[src/rtl/dram_host_port_ctrl.sv]
// Host-side sequencer for the DRAM file port: load an image, run the cores,
// then stream a result window back to the host.
module dram_host_port_ctrl #(
  parameter int ADDR_W    = 12,
  parameter int DATA_W    = 32,
  parameter int MAX_CORES = 4
) (
  input  logic                 clk,
  input  logic                 rst_n,
  input  logic                 start,
  input  logic [ADDR_W-1:0]    load_base,
  input  logic [ADDR_W:0]      load_len,
  input  logic [ADDR_W-1:0]    dump_base,
  input  logic [ADDR_W:0]      dump_len,
  input  logic [2:0]           no_Cores,
  input  logic [DATA_W-1:0]    in_data,
  input  logic                 in_valid,
  output logic                 in_ready,
  output logic [DATA_W-1:0]    out_data,
  output logic                 out_valid,
  input  logic                 out_ready,
  input  logic [MAX_CORES-1:0] core_end,
  output logic [MAX_CORES-1:0] core_enable,
  output logic [DATA_W-1:0]    dataIn_file,
  output logic [ADDR_W-1:0]    addr_file,
  output logic                 we_file,
  input  logic [DATA_W-1:0]    dataOut_file,
  output logic                 busy,
  output logic                 done
);

  localparam int CW = ADDR_W + 1;

  typedef enum logic [2:0] {
    IDLE, LOAD, RUN, DUMP_RD, DUMP_OUT, DONE
  } state_t;

  state_t               state;
  state_t               state_nx;
  logic [ADDR_W-1:0]    addr_cnt;
  logic [CW-1:0]        word_cnt;
  logic [ADDR_W-1:0]    dump_base_q;
  logic [CW-1:0]        dump_len_q;
  logic [MAX_CORES-1:0] en_mask;
  logic [MAX_CORES-1:0] start_mask;
  logic [DATA_W-1:0]    out_q;
  logic                 fresh;
  logic                 idle_like;
  logic                 load_hs;
  logic                 dump_hs;
  logic                 last_word;
  logic                 run_exit;
  int                   eff;

  assign idle_like = (state == IDLE) || (state == DONE);
  assign load_hs   = (state == LOAD) && in_valid;
  assign dump_hs   = (state == DUMP_OUT) && out_ready;
  assign last_word = (word_cnt == CW'(1));
  assign run_exit  = (state == RUN) &&
                     ((core_end & en_mask) == en_mask);

  // Effective core count: 0 means one core, above MAX_CORES clamps.
  always_comb begin
    eff = 32'(no_Cores);
    if (eff == 0) eff = 1;
    if (eff > MAX_CORES) eff = MAX_CORES;
    start_mask = '0;
    for (int i = 0; i < MAX_CORES; i++) begin
      start_mask[i] = (i < eff);
    end
  end

  // State register.
  always_ff @(posedge clk or negedge rst_n) begin
    if (!rst_n) state <= IDLE;
    else        state <= state_nx;
  end

  // Next-state sequencing.
  always_comb begin
    state_nx = state;
    unique case (state)
      IDLE, DONE: begin
        if (start) state_nx = (load_len == '0) ? RUN : LOAD;
      end
      LOAD: begin
        if (load_hs && last_word) state_nx = RUN;
      end
      RUN: begin
        if (run_exit) state_nx = (dump_len_q == '0) ? DONE : DUMP_RD;
      end
      DUMP_RD: state_nx = DUMP_OUT;
      DUMP_OUT: begin
        if (dump_hs) state_nx = last_word ? DONE : DUMP_RD;
      end
      default: state_nx = IDLE;
    endcase
  end

  // Counters, file-port registers and read-data holding register.
  // addr_file is loaded on entry to DUMP_RD so the DRAM sees the read
  // address for the whole DUMP_RD cycle; its data arrives in the first
  // DUMP_OUT cycle and is passed straight through, then held in out_q.
  always_ff @(posedge clk or negedge rst_n) begin
    if (!rst_n) begin
      addr_cnt    <= '0;
      word_cnt    <= '0;
      dump_base_q <= '0;
      dump_len_q  <= '0;
      en_mask     <= '0;
      out_q       <= '0;
      fresh       <= 1'b0;
      we_file     <= 1'b0;
      addr_file   <= '0;
      dataIn_file <= '0;
    end else begin
      we_file <= 1'b0;
      fresh   <= (state == DUMP_RD);
      if (fresh) out_q <= dataOut_file;
      if (idle_like && start) begin
        addr_cnt    <= load_base;
        word_cnt    <= load_len;
        dump_base_q <= dump_base;
        dump_len_q  <= dump_len;
        en_mask     <= start_mask;
      end
      if (load_hs) begin
        we_file     <= 1'b1;
        addr_file   <= addr_cnt;
        dataIn_file <= in_data;
        addr_cnt    <= addr_cnt + ADDR_W'(1);
        word_cnt    <= word_cnt - CW'(1);
      end
      if (run_exit) begin
        addr_cnt <= dump_base_q;
        word_cnt <= dump_len_q;
        if (dump_len_q != '0) addr_file <= dump_base_q;
      end
      if (dump_hs) begin
        addr_cnt <= addr_cnt + ADDR_W'(1);
        word_cnt <= word_cnt - CW'(1);
        if (!last_word) addr_file <= addr_cnt + ADDR_W'(1);
      end
    end
  end

  // State-decoded outputs.
  always_comb begin
    in_ready    = (state == LOAD);
    out_valid   = (state == DUMP_OUT);
    core_enable = (state == RUN) ? en_mask : '0;
    busy        = !idle_like;
    done        = (state == DONE);
    out_data    = fresh ? dataOut_file : out_q;
  end

endmodule

[config.mk]
export PLATFORM = sky130hd
export DESIGN_NAME = dram_host_port_ctrl
export DESIGN_NICKNAME = d
export VERILOG_FILES = /design/src/rtl/dram_host_port_ctrl.sv
export SDC_FILE = /design/constraint.sdc
export NUM_CORES = 1
export LEC_CHECK = 0
export CAP_MARGIN = 20
export CORE_MARGIN = 3
export CORE_UTILIZATION = 42
export CTS_CLUSTER_SIZE = 10
export DETAILED_ROUTE_END_ITERATION = 10
export PLACE_DENSITY = 0.77
export SYNTH_ARGS = -nofsm -noshare
export SYNTH_HDL_FRONTEND = slang
export SYNTH_SLANG_ARGS = --single-unit
[constraint.sdc]
create_clock -name clk -period 1.86 [get_ports clk]
set_input_delay 0.186 -clock clk [delete_from_list [all_inputs] [get_ports clk]]
set_output_delay 0.186 -clock clk [all_outputs]
set_load 0.05 [all_outputs]
After elaboration in Yosys (flattened, before gate mapping)
Cells that the tools add are included.

Flip-flop bits (word level): 135. Input port bits: 126. Word-level logic and storage cells: 71.

$add $sub $neg: 2. Order comparisons: 5. Equal/unequal tests: 11. Mux-type cells: 26. Bitwise logic cells: 1. Reduce and logical (&&, ||, !) cells: 15.

Operators with widths (count): 2-to-1 mux 12 bit (9); < comparator 3 x 32 -> 1 bit (first input constant) (2); 2-to-1 mux 13 bit (4); greater-than comparator 32 x 4 -> 1 bit (second input constant) (1); < comparator 1 x 32 -> 1 bit (first input constant) (1); < comparator 2 x 32 -> 1 bit (first input constant) (1); 2-to-1 mux 32 bit (1); zero test 13 bit (2); 2-to-1 mux 3 bit (8); case mux 3 bit (5 select lines) (1); equality test 13 x 1 -> 1 bit (second input constant) (1); nonzero test 13 bit (1); subtractor 13 x 1 -> 13 bit (second input constant) (1); adder 12 x 1 -> 12 bit (second input constant) (1); equality test 3 x 2 -> 1 bit (second input constant) (2); equality test 3 bit (second input constant) (2); zero test 3 bit (2); logical AND 1 bit (5); bitwise AND 4 bit (1); equality test 4 bit (1); 2-to-1 mux 4 bit (1); != test 2 x 1 -> 1 bit (second input constant) (2); != test 2 bit (second input constant) (2); AND reduction 4 bit (1); 7 further kinds (7).

Depth between registers and ports, before layout
Depth in word-level cells: 7. Depth in mapped cells: 10.

Worst setup path after synthesis
Ideal clock, no wire load.

Kind: reg2reg. Start point: register state[2]. End point: register addr_file[9]. Data arrival time: 1.780 ns. Data required time: 1.741 ns. Slack: -0.039 ns. Stages on the path, launching flop included: 9. Path buffers: 3. Clock period less this slack: 1.899 ns. Cells stage by stage: dfrtp_1 > buf_6 > or3_1 > buf_6 > nor2_8 > buf_6 > nand2_4 > mux2_4 > o21a_1.

Word-level cells in the longest chain between the ends: 7. Elaborated cells on any way between the ends: 11. Classes of those cells: eq/ne: 3; mux: 5; reduce/logical: 3.

RTL lines: start: declaration (line 38) `state_t state;`; start signal: assignment (line 76) `else state <= state_nx;`; equality test 3 x 1 -> 1 bit (line 56) `assign load_hs = (state == LOAD) && in_valid;`; logical AND 1 bit (line 56); 2-to-1 mux 12 bit (line 127) `if (load_hs) begin`; 2-to-1 mux 12 bit (line 137) `if (dump_len_q != '0) addr_file <= dump_base_q;`; 2-to-1 mux 12 bit (line 134) `if (run_exit) begin`; 2-to-1 mux 12 bit (line 142) `if (!last_word) addr_file <= addr_cnt + ADDR_W'(1);`; 2-to-1 mux 12 bit * (line 139) `if (dump_hs) begin`; end signal: assignment (line 129) `addr_file <= addr_cnt;`; end signal: assignment (line 137); end signal: assignment (line 142); end: declaration (line 25) `output logic [ADDR_W-1:0] addr_file,`.

Every way passes the cells marked *; elsewhere a longest branch is shown, timed or not. A chain may end at the register's enable or synchronous reset.

Final worst setup path
Start point: register state[1]. End point: register addr_cnt[3].

Word-level cells in the longest chain between the ends: 5. Elaborated cells on any way between the ends: 14. Classes of those cells: eq/ne: 4; mux: 3; reduce/logical: 7.

RTL lines: equality test 3 x 1 -> 1 bit (line 56); logical AND 1 bit (line 56); 2-to-1 mux 12 bit (line 127); 2-to-1 mux 12 bit (line 134); 2-to-1 mux 12 bit (line 139); end signal: assignment (line 131) `addr_cnt <= addr_cnt + ADDR_W'(1);`; end signal: assignment (line 135) `addr_cnt <= dump_base_q;`; end signal: assignment (line 140) `addr_cnt <= addr_cnt + ADDR_W'(1);`; end: declaration (line 40) `logic [ADDR_W-1:0] addr_cnt;`.

Several ways; a longest one is shown, not always the timed one.

==> flow_summary.toml <==
[status]
status = "finished, violations left"
violations = "negative setup slack"

[yosys]
synth_edf_count = 0
yosys.cell_types.count = 69
ys_seq_area_frac = 0.510
yosysWarnings = 0
netlist_top_cells_area = "dfrtp_1 (51%), nand2_1 (10%), mux2_2 (7.8%)"
yosysTopAreaCell = "dfrtp_1"
ys_ff_latch = 135
async_reset_ff_frac = 1.00
synth_area_per_cell_sq_um = 9.69
yosysTopAreaCellShare = 0.510
ys_dominant_reg_cell = "dfrtp_1"
synth_cells = 683
synthesis.area_sq_um = 6620
syn_nets = 812

[sta]
fmax_ghz = 0.501
period_share = 1.07
setup_tns_ns = -1.72
clock_skew_ns = 0.00728
hold_ws_ns = 0.250
setup_viol = 29
fin_ws_ns = -0.138
worstMarginPinSlew_ns = 0.556
slew_viol_final = 0
relSlewSlack = 0.628
hold_violations = 0
finalCriticalPeriod_ns = 2.00
rsz0062_at_grt = "true"

[power]
vdd_drop_max_uv = 1100
power.density_nw_per_um2 = 2090
leakagePower_nw = 4.91

[floorplanning]
core_sq_um = 15300
die_y_um = 132
die_area_sq_um = 17300
initial_core_util = 0.432
ios = 211
die_width_um = 132
floorplan.rows = 45

[global_route]
grt_pass1_vias = 6279
grt_first_pass_wirelength_mm = 34.1
antenna_found_initial = 3
grt.total_usage = 0.247
grt_max_degree = 40
grt_remaining_overflow = 0

[detailed_routing]
num_vias = 6351
dr.first_iter.drc_count = 424
post_drt_via_cell_ratio = 5.32
drt_first_pass_iters = 6
drt_wl_total_mm = 21.7
routedWlPerCell_um = 18.2
route.antenna.remaining_nets = 0
drc = 0

[setup_path]
critPathKind = "flop to flop"
worstSetupStartpointType = "flop"
crit_fanout = 5
crit_required_ns = 2.21
cp.arrival_ns = 2.35
reg2reg_setup_slack_ns = -0.14
r2r-end = "addr_cnt[3]$_DFFE_PN0P_"
reg2reg_depth = 8
r2r_start = "state[1]$_DFFE_PN0P_"
end_kind = "flop"

[final_layout]
instances_no_fill = 1194
area_delta_synth_final_pct = 65.4
drive_above_1_share = 0.286
antenna_cells = 0
fillCellCount = 1088
final_cell_mix = "nand2_1 (185), clkdlybuf4s50_1 (166), dfrtp_1 (133), buf_4 (72), buf_12 (50)"
layout_commonest_cell = "nand2_1"
fin_nets = 1099

[hold_path]
hp-class = "input pin to asynchronous set/reset pin"

[cts]
cts_tree = "yes"
insertion_delay_ns = 0.42
numCtsBuffers = 17
cts.clk_slew.worst_paths_ns = 0.06
htreeDepth = 4
cts_root_buf = "clkbuf_16"
clock_path_buffers = 2
clock_sinks = 135

[placed_design]
hpwl_mm = 15.7
place_inst = 1141
gp_congestion = 0.897
io_buffer_count = 210

[job]
max_cap_viol_count = 0
[state kept, by name, indices dropped and copies added, names as in the netlist]
register,flops
addr_cnt,12
addr_file,12
dataIn_file,32
dump_base_q,12
dump_len_q,13
en_mask,4
fresh,1
out_q,32
state,3
we_file,1
word_cnt,13
[metal layers]
metal / vias up / wire length (um) / track usage
met5: - / 36 / 0
li1: 2956 / - / -
met4: 6 / 460 / 0.0694
met2: 324 / 10600 / 0.413
met3: 37 / 1790 / 0.0651
met1: 3028 / 8830 / 0.317
[worst max-delay path: stages (launching register included)]
cell      delay (ns)
dfrtp_2         0.41
inv_4           0.04
or3_4           0.38
buf_4           0.15
buf_12          0.12
o211ai_4        0.27
nand2_2         0.10
or3_1           0.38
o21ai_1         0.08
[power breakdown]
group          switching, mW  internal [mW]
registers               1.02           4.40
logic                   7.69           6.20
clock network           1.33           2.20
total                   10.0           12.8
[Yosys cell counts (all sizes together), types with 12 or more instances]
master    n
dfrtp   135
nor2     43
nand3    13
mux2     48
nand2   188
clkbuf   16
inv      12
and3     20
a21oi    15
buf      26
o21ai    31
nor3     16
[worst max path at each step]
stage	startpoint	end	cells after the start
finish	state[1]$_DFFE_PN0P_	addr_cnt[3]$_DFFE_PN0P_	8
CTS	state[1]$_DFFE_PN0P_	core_enable[3]	6
global placement	out_ready	word_cnt[11]$_DFFE_PN0P_	8
detailed placement	out_ready	word_cnt[11]$_DFFE_PN0P_	8
floorplan	state[0]$_DFFE_PN0P_	addr_file[9]$_DFF_PN0_	8
global route	state[1]$_DFFE_PN0P_	addr_cnt[3]$_DFFE_PN0P_	8
[cells by family (layout without fill, tap and decap cells)]
group / count (synthesis) / in the layout / share of synthesized area
xor+xnor: 9 / 9 / 0.0119
buf+inv: 54 / 353 / 0.0418
mux: 57 / 57 / 0.0958
compound gates: 104 / 105 / 0.112
fa+ha+maj: 3 / 3 / 0.00567
simple gates: 321 / 321 / 0.223
flops: 135 / 135 / 0.510
[area by class of cell]
cell class | count | area [sq um] | share of cell area
well taps | 211 | 264 | 0.0241
clock buffers | 20 | 457 | 0.0417
repair buffers | 309 | 3430 | 0.313
multi-input cells | 495 | 3210 | 0.293
clock inverters | 12 | 165 | 0.0151
flip-flops and latches | 135 | 3380 | 0.309
inverters | 12 | 50.0 | 0.00457
[repair_timing]
item	4_1_cts	5_1_grt
setup endpoints to repair	36	60
hold buffers	1	0
endpoints found under the hold margin	35	0
pin swaps	15	12
gates cloned	1	2
setup buffers	7	11
resized for setup	29	43
[stage by stage]
step / power [mW] / worst slack, ns / cell area [sq um] / util
6_report: 22.8 / -0.138 / 11000 / 0.715
5_1_grt: 23.9 / -0.203 / 11000 / 0.715
4_1_cts: 22.4 / -0.119 / 10700 / 0.698
3_5_place_dp: 18.4 / -0.300 / 9850 / 0.643
3_3_place_gp: 18.2 / -0.299 / 9850 / 0.643
2_1_floorplan: 12.7 / -0.00700 / 6620 / -
Note: power is estimated with default switching activity, not from simulation.
